<file path="config.mk">
export PLATFORM = sky130hd
export DESIGN_NAME = knap_seq_eval
export DESIGN_NICKNAME = d
export VERILOG_FILES = /design/src/rtl/knap_seq_eval.sv
export SDC_FILE = /design/constraint.sdc
export NUM_CORES = 1
export LEC_CHECK = 0
export CAP_MARGIN = 25
export CORE_ASPECT_RATIO = 0.7
export CORE_MARGIN = 1
export CORE_UTILIZATION = 60
export CTS_CLUSTER_DIAMETER = 150
export DETAILED_ROUTE_END_ITERATION = 10
export PLACE_DENSITY = 0.78
export SLEW_MARGIN = 20
export SYNTH_ARGS = -nofsm -noshare
export SYNTH_HDL_FRONTEND = slang
export SYNTH_SLANG_ARGS = --single-unit
</file>
<file path="constraint.sdc">
create_clock -name clk -period 4.74 [get_ports clk]
set_input_delay 0.474 -clock clk [delete_from_list [all_inputs] [get_ports clk]]
set_output_delay 0.474 -clock clk [all_outputs]
set_load 0.03 [all_outputs]
</file>
<file path="src/rtl/knap_seq_eval.sv">
// knap_seq_eval: sequential multi-constraint knapsack candidate evaluator with programmable coefficients.
module knap_seq_eval #(
  parameter int N_ITEMS = 12,
  parameter int N_DIM = 2,
  parameter int VW = 8,
  parameter int ACC_W = 12,
  localparam int AW = $clog2(N_ITEMS + 1),
  localparam int FW = $clog2(N_DIM + 1),
  localparam int IW = $clog2(N_ITEMS)
) (
  input  logic             clk,
  input  logic             rst_n,
  input  logic             cfg_we,
  input  logic [AW-1:0]    cfg_addr,
  input  logic [FW-1:0]    cfg_field,
  input  logic [ACC_W-1:0] cfg_data,
  output logic             cfg_err,
  input  logic             in_valid,
  output logic             in_ready,
  input  logic [N_ITEMS-1:0] in_sel,
  output logic             out_valid,
  input  logic             out_ready,
  output logic [ACC_W-1:0] out_value,
  output logic             out_value_ok,
  output logic [N_DIM-1:0] out_cap_ok,
  output logic             out_feasible
);
  typedef enum logic [1:0] {IDLE, ACCUM, CMP, DONE} state_t;
  state_t state;
  logic [IW-1:0] idx;
  logic [N_ITEMS-1:0] sel;
  logic [VW-1:0] coef [N_ITEMS][N_DIM+1];
  // thr[0] is min_value, thr[d+1] is the limit for capacity dim d
  logic [ACC_W-1:0] thr [N_DIM+1];
  logic [ACC_W-1:0] acc [N_DIM+1];
  logic val_ok_c;
  logic [N_DIM-1:0] cap_ok_c;
  logic wr_ok;
  assign in_ready = state == IDLE;
  assign wr_ok = cfg_we && state == IDLE && cfg_addr <= AW'(N_ITEMS) && cfg_field <= FW'(N_DIM);
  always_comb begin
    val_ok_c = acc[0] >= thr[0];
    cap_ok_c = '0;
    for (int d = 0; d < N_DIM; d++) cap_ok_c[d] = acc[d+1] <= thr[d+1];
  end
  always_ff @(posedge clk or negedge rst_n) begin
    if (!rst_n) begin
      state <= IDLE;
      idx <= '0;
      sel <= '0;
      cfg_err <= 1'b0;
      out_valid <= 1'b0;
      out_value <= '0;
      out_value_ok <= 1'b0;
      out_cap_ok <= '0;
      out_feasible <= 1'b0;
      for (int k = 0; k <= N_DIM; k++) begin
        thr[k] <= '0;
        acc[k] <= '0;
        for (int i = 0; i < N_ITEMS; i++) coef[i][k] <= '0;
      end
    end else begin
      cfg_err <= cfg_we && !wr_ok;
      if (wr_ok) begin
        if (cfg_addr == AW'(N_ITEMS)) thr[cfg_field] <= cfg_data;
        else coef[cfg_addr[IW-1:0]][cfg_field] <= cfg_data[VW-1:0];
      end
      case (state)
        IDLE: if (in_valid) begin
          sel <= in_sel;
          idx <= '0;
          for (int k = 0; k <= N_DIM; k++) acc[k] <= '0;
          state <= ACCUM;
        end
        ACCUM: begin
          // zero-extended add; ACC_W is sized so the full sum never wraps
          if (sel[idx]) for (int k = 0; k <= N_DIM; k++) acc[k] <= acc[k] + ACC_W'(coef[idx][k]);
          idx <= idx + IW'(1);
          if (idx == IW'(N_ITEMS - 1)) state <= CMP;
        end
        CMP: begin
          out_value <= acc[0];
          out_value_ok <= val_ok_c;
          out_cap_ok <= cap_ok_c;
          out_feasible <= val_ok_c && &cap_ok_c;
          out_valid <= 1'b1;
          state <= DONE;
        end
        DONE: if (out_ready) begin
          out_valid <= 1'b0;
          state <= IDLE;
        end
      endcase
    end
  end
endmodule

</file>
==> results by group, run 1 <==
Synth
  – Compound-Gate Fraction of Synth Area: 5.68%
  – Post-synthesis mux area share: 29.7%
  – Ys async rst share: 100%
  – Mapped Cells: 1482
  – Synth Area in Simple Gates: 5.34%
  – Fraction of the mapped netlist area in adder cells: 4.49%
  – Yosys reg bits: 396
  – Distinct cells, synth: 53
  – Top_reg_cell synth: dfrtp_1
  – EDFF count, synth: 0
  – Top post-synthesis cells by area: dfrtp_1, mux2_2, mux4_2, ha_1, nand2_1
  – Synth top area share: 51.0%
  – XOR/XNOR Fraction of Synth Area: 0.495%
  – Syn Area/Cell: 13.1 um2
  – Register area share after synthesis: 51.0%
  – Main combinational cell family by area after synthesis: multiplexers
  – Syn. warnings: 0
  – Mapped Area: 19400 um2
  – Synth Net Count: 1585
  – Synth area leader: dfrtp_1

Power
  – Cell-internal power: 7.08 mW
  – Seq pwr share: 41.8%
  – Combinational power share: 28.6%
  – Switching power: 3.29 mW
  – Clock group share of total power: 29.6%
  – Total power: 10.4 mW
  – Switching Share: 31.7%
  – PwrDens: 477 nW/um2
  – LEAKAGE: 10.5 nW
  – VDD IR-drop max: 0.000519 V

Drt
  – Drc violations: 0
  – DRT Wirelength: 43900 um
  – Wirelength per Cell: 22.3 um
  – DR vias: 12100
  – Vias per cell: 6.14
  – Drt first pass iters: 7
  – Starting DRT DRC Count: 1002
  – Number of routed nets with antenna violations: 0

Clock tree
  – CTS Hold Bufs: 0
  – Worst-path clk slew: 0.06 ns
  – Clock Path Buffers: 3
  – H-tree levels: 2
  – Setup bufs post-CTS: 0
  – Clk root buf: clkbuf_16
  – Worst skew pair latency: 0.54 ns
  – CTS sink cnt: 396
  – CTS tree: yes
  – Number of CTS-inserted buffers: 38
  – Post_cts resized: 0

STA
  – RSZ-0062 raised after global routing: false
  – Worst slew pin tran: 1.02 ns
  – Hold_ws: -0.00622 ns
  – Max Fclk: 264 MHz
  – Final Hold Vio Count: 12
  – # setup viols final: 0
  – Clock Skew: 0.00776 ns
  – Fin crit period: 3.78 ns
  – Setup TNS: 0 ns
  – Post-route setup slack: 0.957 ns
  – Fin crit share: 79.8%
  – Slew Limit Fails: 0
  – Slew headroom: 31.9%

Place
  – Post-detail-place hpwl: 28400 um
  – I/O Buffers: 53
  – GP Congestion: 0.875
  – Placed cell areas: 20500 um2
  – Setup WS pre-CTS: 0.974 ns

Outcome
  – Failing checks: hold timing
  – Outcome: complete, but fails checks

Global routing
  – Largest net degree at the start of global routing: 117
  – Total grt overflow: 0
  – GRT Total Usage: 27.5%
  – Initial antenna violation count: 1
  – Vias in the first global route: 12500
  – First-pass GRT wire length: 70600 um

Setup path
  – Req. time, crit path: 5.22 ns
  – CP endpoint kind: flop
  – CP cell instances: buf_12 > buf_4 > mux4_2 > mux2i_1 > o22a_1 > inv_1 > ha_1 > a211o_1 > o211ai_1 > a21oi_1 > a41o_1 > a31o_2 > nand3_1
  – WS Path Type: flop to flop
  – RR Startpoint: idx[0]
  – CP startpoint: idx[0]
  – Largest stage delay on the critical path: 0.71 ns
  – Worst-path maximum fanout: 20
  – Critical path arrival: 4.26 ns
  – Worst path slowest cell: dfrtp_4
  – Setup crit start kind: flop
  – Cell family with most CP delay: compound AO/OA/AOI/OAI gates
  – Buf+Inv Stages, Crit Path: 3

Die
  – Die Y: 153 um
  – Rows: 54
  – Initial core utilization: 61.8%
  – Die Wd: 217 um
  – Core area: 31500 um2
  – I/O Pins: 54
  – Die area: 33100 um2

Flow run
  – Maxcap violations: 0

Finish
  – FILL cells: 2150
  – Fin nets: 1624
  – Final Cell Area: 21700 um2
  – P&R area growth vs syn: 11.7%
  – Share of layout cells above drive strength 1: 33.2%

Hold path
  – Hold Crit Class: input port to asynchronous set/reset pin
-- area by class of cell --
class	instances	area (um2)	share of cell area [%]
Tap cell	420	526	2.42
Timing Repair Buffer	86	853	3.93
Sequential cell	396	9920	45.6
Clock buffer	60	1190	5.46
Antenna cell	1	2.50	0.0115
Inverter	77	289	1.33
Multi-Input combinational cell	922	8900	40.9
Clock inverter	6	58.8	0.271
-- synth_stat cells (7+ instances only) --
| library cell | number |
|---|---|
| a211oi_1 | 7 |
| a21oi_1 | 29 |
| buf_1 | 11 |
| buf_2 | 8 |
| clkbuf_1 | 64 |
| dfrtp_1 | 396 |
| ha_1 | 65 |
| inv_1 | 76 |
| mux2_2 | 340 |
| mux2i_1 | 31 |
| mux4_2 | 73 |
| nand2_1 | 107 |
| nand2b_1 | 16 |
| nand3_1 | 12 |
| nand4_1 | 12 |
| nor2_1 | 37 |
| nor2b_1 | 8 |
| nor3_1 | 16 |
| o211ai_1 | 10 |
| o21ai_0 | 49 |
| o22ai_1 | 25 |
| o31ai_1 | 16 |
| xnor2_1 | 7 |
-- cells in the final DEF, fill, tap and decap left out, types with 25 or more instances in the layout --
cell type and instances:
dfrtp_1 394, mux2_2 340, nand2_1 107, inv_1 76
mux4_2 73, ha_1 65, clkdlybuf4s50_1 52, o21ai_0 49
clkbuf_16 41, nor2_1 37, mux2i_1 31, a21oi_1 29
buf_4 27, o22ai_1 25
-- worst register-to-register path, delay by kind of cell (launching register included) --
kind / cells / cell delay, ns
muxes: 2 / 0.74
adders and majority gates: 1 / 0.29
and+or+nand+nor: 1 / 0.08
buffers and inverters: 3 / 0.55
AOI/OAI and AO/OA: 6 / 1.35
DFF: 1 / 0.71
-- through the flow --
step                      hold slack [ns]  instances  utilization [%]
after floorplan                     0.178       1482                -
after global routing               0.0748       1967             69.0
after CTS                          0.0490       1966             69.0
after global placement              0.482       1900             65.0
after detailed placement            0.488       1900             65.0
final                            -0.00622       1968             69.0
-- registers in the layout, indices dropped and copies added (netlist names), 2 cells and up --
register / cells
thr: 36
state: 2
sel: 12
idx: 4
acc: 36
out_value: 12
coef: 288
out_cap_ok: 2
-- path summary, 6_finish.rpt --
path | depth (start not counted) | to | slack, ns
setup / recovery | 13 | acc[23] | 0.96
hold / removal | 1 | out_value[4] | -0.006
setup reg to reg | 13 | acc[23] | 0.96
hold reg to reg | 1 | coef[135] | 0.50
max in group asynchronous | 2 | idx[1] | 3.57
min in group clk | 1 | coef[135] | 0.50
-- power by group through the flow --
stage | Sequential [mW] | Clock [mW] | Combinational [mW]
final | 4.33 | 3.07 | 2.97
after floorplan | 4.25 | 0 | 2.16
after CTS | 4.33 | 3.12 | 2.96
after detailed placement | 4.38 | 0 | 2.94
after global placement | 4.36 | 0 | 2.84
after global routing | 4.40 | 3.25 | 3.23
-- routing by layer --
| metal | up-vias | share of wire (%) | global-route usage [%] |
|---|---|---|---|
| met5 | - | 0 | 0 |
| met4 | 0 | 1.8 | 6.61 |
| met3 | 60 | 4.7 | 4.21 |
| met2 | 268 | 48 | 43.6 |
| met1 | 6284 | 46 | 40.0 |
| li1 | 5471 | - | - |
-- logic make-up after synthesis --
logic type               count (synthesis)
multiplexers                           444
flip-flops                             396
AND/OR/NAND/NOR                        226
AO/OA/AOI/OAI                          173
buffers and inverters                  164
adder cells (fa/ha/maj)                 68
XOR/XNOR                                11
Note: power is estimated with default switching activity, not from simulation.
==> run 2, diff against run 1 <==
--- a/config.mk
+++ b/config.mk
@@ -8,10 +8,10 @@
 export CAP_MARGIN = 25
 export CORE_ASPECT_RATIO = 0.7
 export CORE_MARGIN = 1
-export CORE_UTILIZATION = 60
+export CORE_UTILIZATION = 56
 export CTS_CLUSTER_DIAMETER = 150
 export DETAILED_ROUTE_END_ITERATION = 10
-export PLACE_DENSITY = 0.78
+export PLACE_DENSITY = 0.76
 export SLEW_MARGIN = 20
 export SYNTH_ARGS = -nofsm -noshare
 export SYNTH_HDL_FRONTEND = slang
==> constraint.sdc (replaced) <==
create_clock -name clk -period 3.2 [get_ports clk]
set_input_delay 0.32 -clock clk [delete_from_list [all_inputs] [get_ports clk]]
set_output_delay 0.32 -clock clk [all_outputs]
set_load 0.03 [all_outputs]
==> results by group, run 2 (synthesis results as in run 1) <==
Place
  – Post-detail-place hpwl: 30300 um (was 28400 um)
  – GP Congestion: 0.877 (was 0.875)
  – I/O Buffers: 53 (unchanged)
  – Setup WS pre-CTS: -0.145 ns (was 0.974 ns)

Drt
  – Number of routed nets with antenna violations: 0 (unchanged)
  – DRT Wirelength: 47000 um (was 43900 um)
  – DR vias: 12800 (was 12100)
  – Starting DRT DRC Count: 1060 (was 1002)
  – Drc violations: 0 (unchanged)
  – Wirelength per Cell: 22.4 um (was 22.3 um)
  – Drt first pass iters: 5 (was 7)
  – Vias per cell: 6.10 (was 6.14)

Power
  – VDD IR-drop max: 0.000716 V (was 0.000519 V)
  – Total power: 16.8 mW (was 10.4 mW)
  – PwrDens: 724 nW/um2 (was 477 nW/um2)
  – LEAKAGE: 11.0 nW (was 10.5 nW)

Finish
  – Commonest cells after routing, fill and taps aside: dfrtp_1, mux2_2, nand2_1, buf_4, mux4_2 (was dfrtp_1, mux2_2, nand2_1, inv_1, mux4_2)
  – Fin nets: 1706 (was 1624)
  – Share of layout cells above drive strength 1: 41.2% (was 33.2%)
  – Number of flip-flops under the largest register name: 288 (unchanged)
  – Layout Utilization: 68.6% (was 69.0%)
  – Commonest non-fill, non-tap cell in the layout: dfrtp_1 (unchanged)
  – Largest regs: coef: 288 flops, acc: 36 flops, thr: 36 flops (unchanged)
  – Top reg by flops: coef (unchanged)
  – P&R area growth vs syn: 19.4% (was 11.7%)
  – N_diodes: 0 (was 1)

Global routing
  – GRT Total Usage: 27.7% (was 27.5%)
  – Total grt overflow: 0 (unchanged)
  – Initial antenna violation count: 2 (was 1)
  – First-pass GRT wire length: 75300 um (was 70600 um)
  – Largest net degree at the start of global routing: 88 (was 117)
  – Vias in the first global route: 13400 (was 12500)

Die
  – Core area: 33800 um2 (was 31500 um2)
  – Die Y: 158 um (was 153 um)
  – Die area: 35500 um2 (was 33100 um2)
  – Initial core utilization: 57.5% (was 61.8%)
  – I/O Pins: 54 (unchanged)
  – Die Wd: 225 um (was 217 um)
  – Rows: 56 (was 54)

STA
  – Final Hold Vio Count: 0 (was 12)
  – # setup viols final: 9 (was 0)
  – Slew Limit Fails: 0 (unchanged)
  – Fin crit period: 3.32 ns (was 3.78 ns)
  – Post-route setup slack: -0.121 ns (was 0.957 ns)
  – Clock Skew: 0.0193 ns (was 0.00776 ns)
  – RSZ-0062 raised after global routing: true (was false)
  – Slew headroom: 30.3% (was 31.9%)
  – Fin crit share: 104% (was 79.8%)
  – Worst slew pin tran: 1.05 ns (was 1.02 ns)
  – Max Fclk: 301 MHz (was 264 MHz)
  – Hold_ws: 0.375 ns (was -0.00622 ns)

Outcome
  – Outcome: complete, but fails checks (unchanged)
  – Failing checks: setup timing (was hold timing)

Hold path
  – Hold Crit Class: input port to asynchronous set/reset pin (unchanged)

Clock tree
  – Clock Path Buffers: 3 (unchanged)
  – CTS sink cnt: 396 (unchanged)
  – Number of CTS-inserted buffers: 39 (was 38)
  – CTS tree: yes (unchanged)
  – Clk root buf: clkbuf_16 (unchanged)
  – Worst-path clk slew: 0.07 ns (was 0.06 ns)
  – Worst skew pair latency: 0.55 ns (was 0.54 ns)
  – H-tree levels: 2 (unchanged)

Setup path
  – CP endpoint kind: flop (unchanged)
  – Worst-path maximum fanout: 6 (was 20)
  – Critical path arrival: 3.73 ns (was 4.26 ns)
  – FF-to-FF path depth: 16 (was 13)
  – RR Startpoint: idx[0] (unchanged)
  – Req. time, crit path: 3.61 ns (was 5.22 ns)
  – Worst Setup EP: acc[10] (was acc[23])
  – CP startpoint: idx[0] (unchanged)
  – WS Path Type: flop to flop (unchanged)
  – Setup crit start kind: flop (unchanged)
  – Reg-to-reg endpoint: acc[10] (was acc[23])
  – FF-to-FF setup slack: -0.12 ns (was 0.96 ns)

Flow run
  – Maxcap violations: 0 (unchanged)
-- run 2: cell types whose count changed in the layout (fill, tap and decap cells not counted), moves of 6 or more --
cell and delta:
buf_6 +6, mux2i_1 -17, ha_1 -10, o21ai_2 +7, ha_4 +6, buf_4 +59
o22ai_2 +11, buf_12 +12, mux2i_2 +8, o21ai_0 -10, o22ai_1 -11, mux2i_4 +9
-- run 2: metal layers --
layer | wire length [um] | track usage [%] | share of wire [%] | vias up
li1 | - | - | - | 5662
met5 | 22 | 0 | 0.047 | -
met1 | 21200 | 39.0 | 45 | 6658
met4 | 1190 | 8.39 | 2.5 | 4
met3 | 2600 | 4.99 | 5.5 | 88
met2 | 22000 | 44.1 | 47 | 375
-- run 2: per-stage QoR --
step | cells | cell area (um2) | setup TNS (ns)
after floorplan | 1482 | 19500 | -0.0184
after global placement | 1993 | 21000 | -0.185
after detailed placement | 1993 | 21000 | -0.776
after CTS | 2085 | 22900 | -0.0573
after global routing | 2096 | 23200 | -1.94
final | 2096 | 23200 | -0.480
-- run 2: worst min path at each step --
| stage | start | end | cells after the start |
|---|---|---|---|
| finish | rst_n | out_value[7] | 2 |
| global route | in_sel[0] | sel[0] | 2 |
| CTS | out_ready | out_valid | 2 |
| detailed placement | rst_n | out_value[7] | 1 |
| global placement | rst_n | out_value[7] | 1 |
| floorplan | rst_n | acc[0] | 0 |
-- run 2: report_power, final --
part           internal (mW)  switching [mW]  leakage, nW
Combinational           2.71            2.76         4.98
Clock                   3.03            1.97        0.689
Sequential              5.80           0.541         5.36
Total                   11.5            5.27         11.0
-- run 2: layout make-up --
type | count | area [um2]
Multi-Input combinational cell | 922 | 9360
Tap cell | 464 | 581
Inverter | 77 | 289
Clock buffer | 56 | 1170
Fill cell | 2274 | 10600
Clock inverter | 14 | 223
Timing Repair Buffer | 167 | 1680
Sequential cell | 396 | 9920
-- run 2: repair_timing --
item | in CTS | in global routing
endpoints found under the hold margin | 82 | 0
setup endpoints to repair | 13 | 19
cloned | 2 | 0
pin swaps | 36 | 32
setup buffers | 19 | 12
gates resized for setup | 64 | 51
hold buffers | 1 | 0
-- run 2: critical path, cell delays in order, from the launching register on --
cell,delay [ns]
dfrtp_4,0.52
buf_8,0.16
buf_12,0.14
mux4_2,0.33
mux2i_1,0.07
o22ai_1,0.18
ha_2,0.23
inv_2,0.04
fa_2,0.37
nor2b_4,0.15
o21ai_2,0.07
a21oi_2,0.19
o41ai_2,0.12
buf_4,0.15
buf_4,0.13
o211ai_1,0.21
nand3_2,0.13
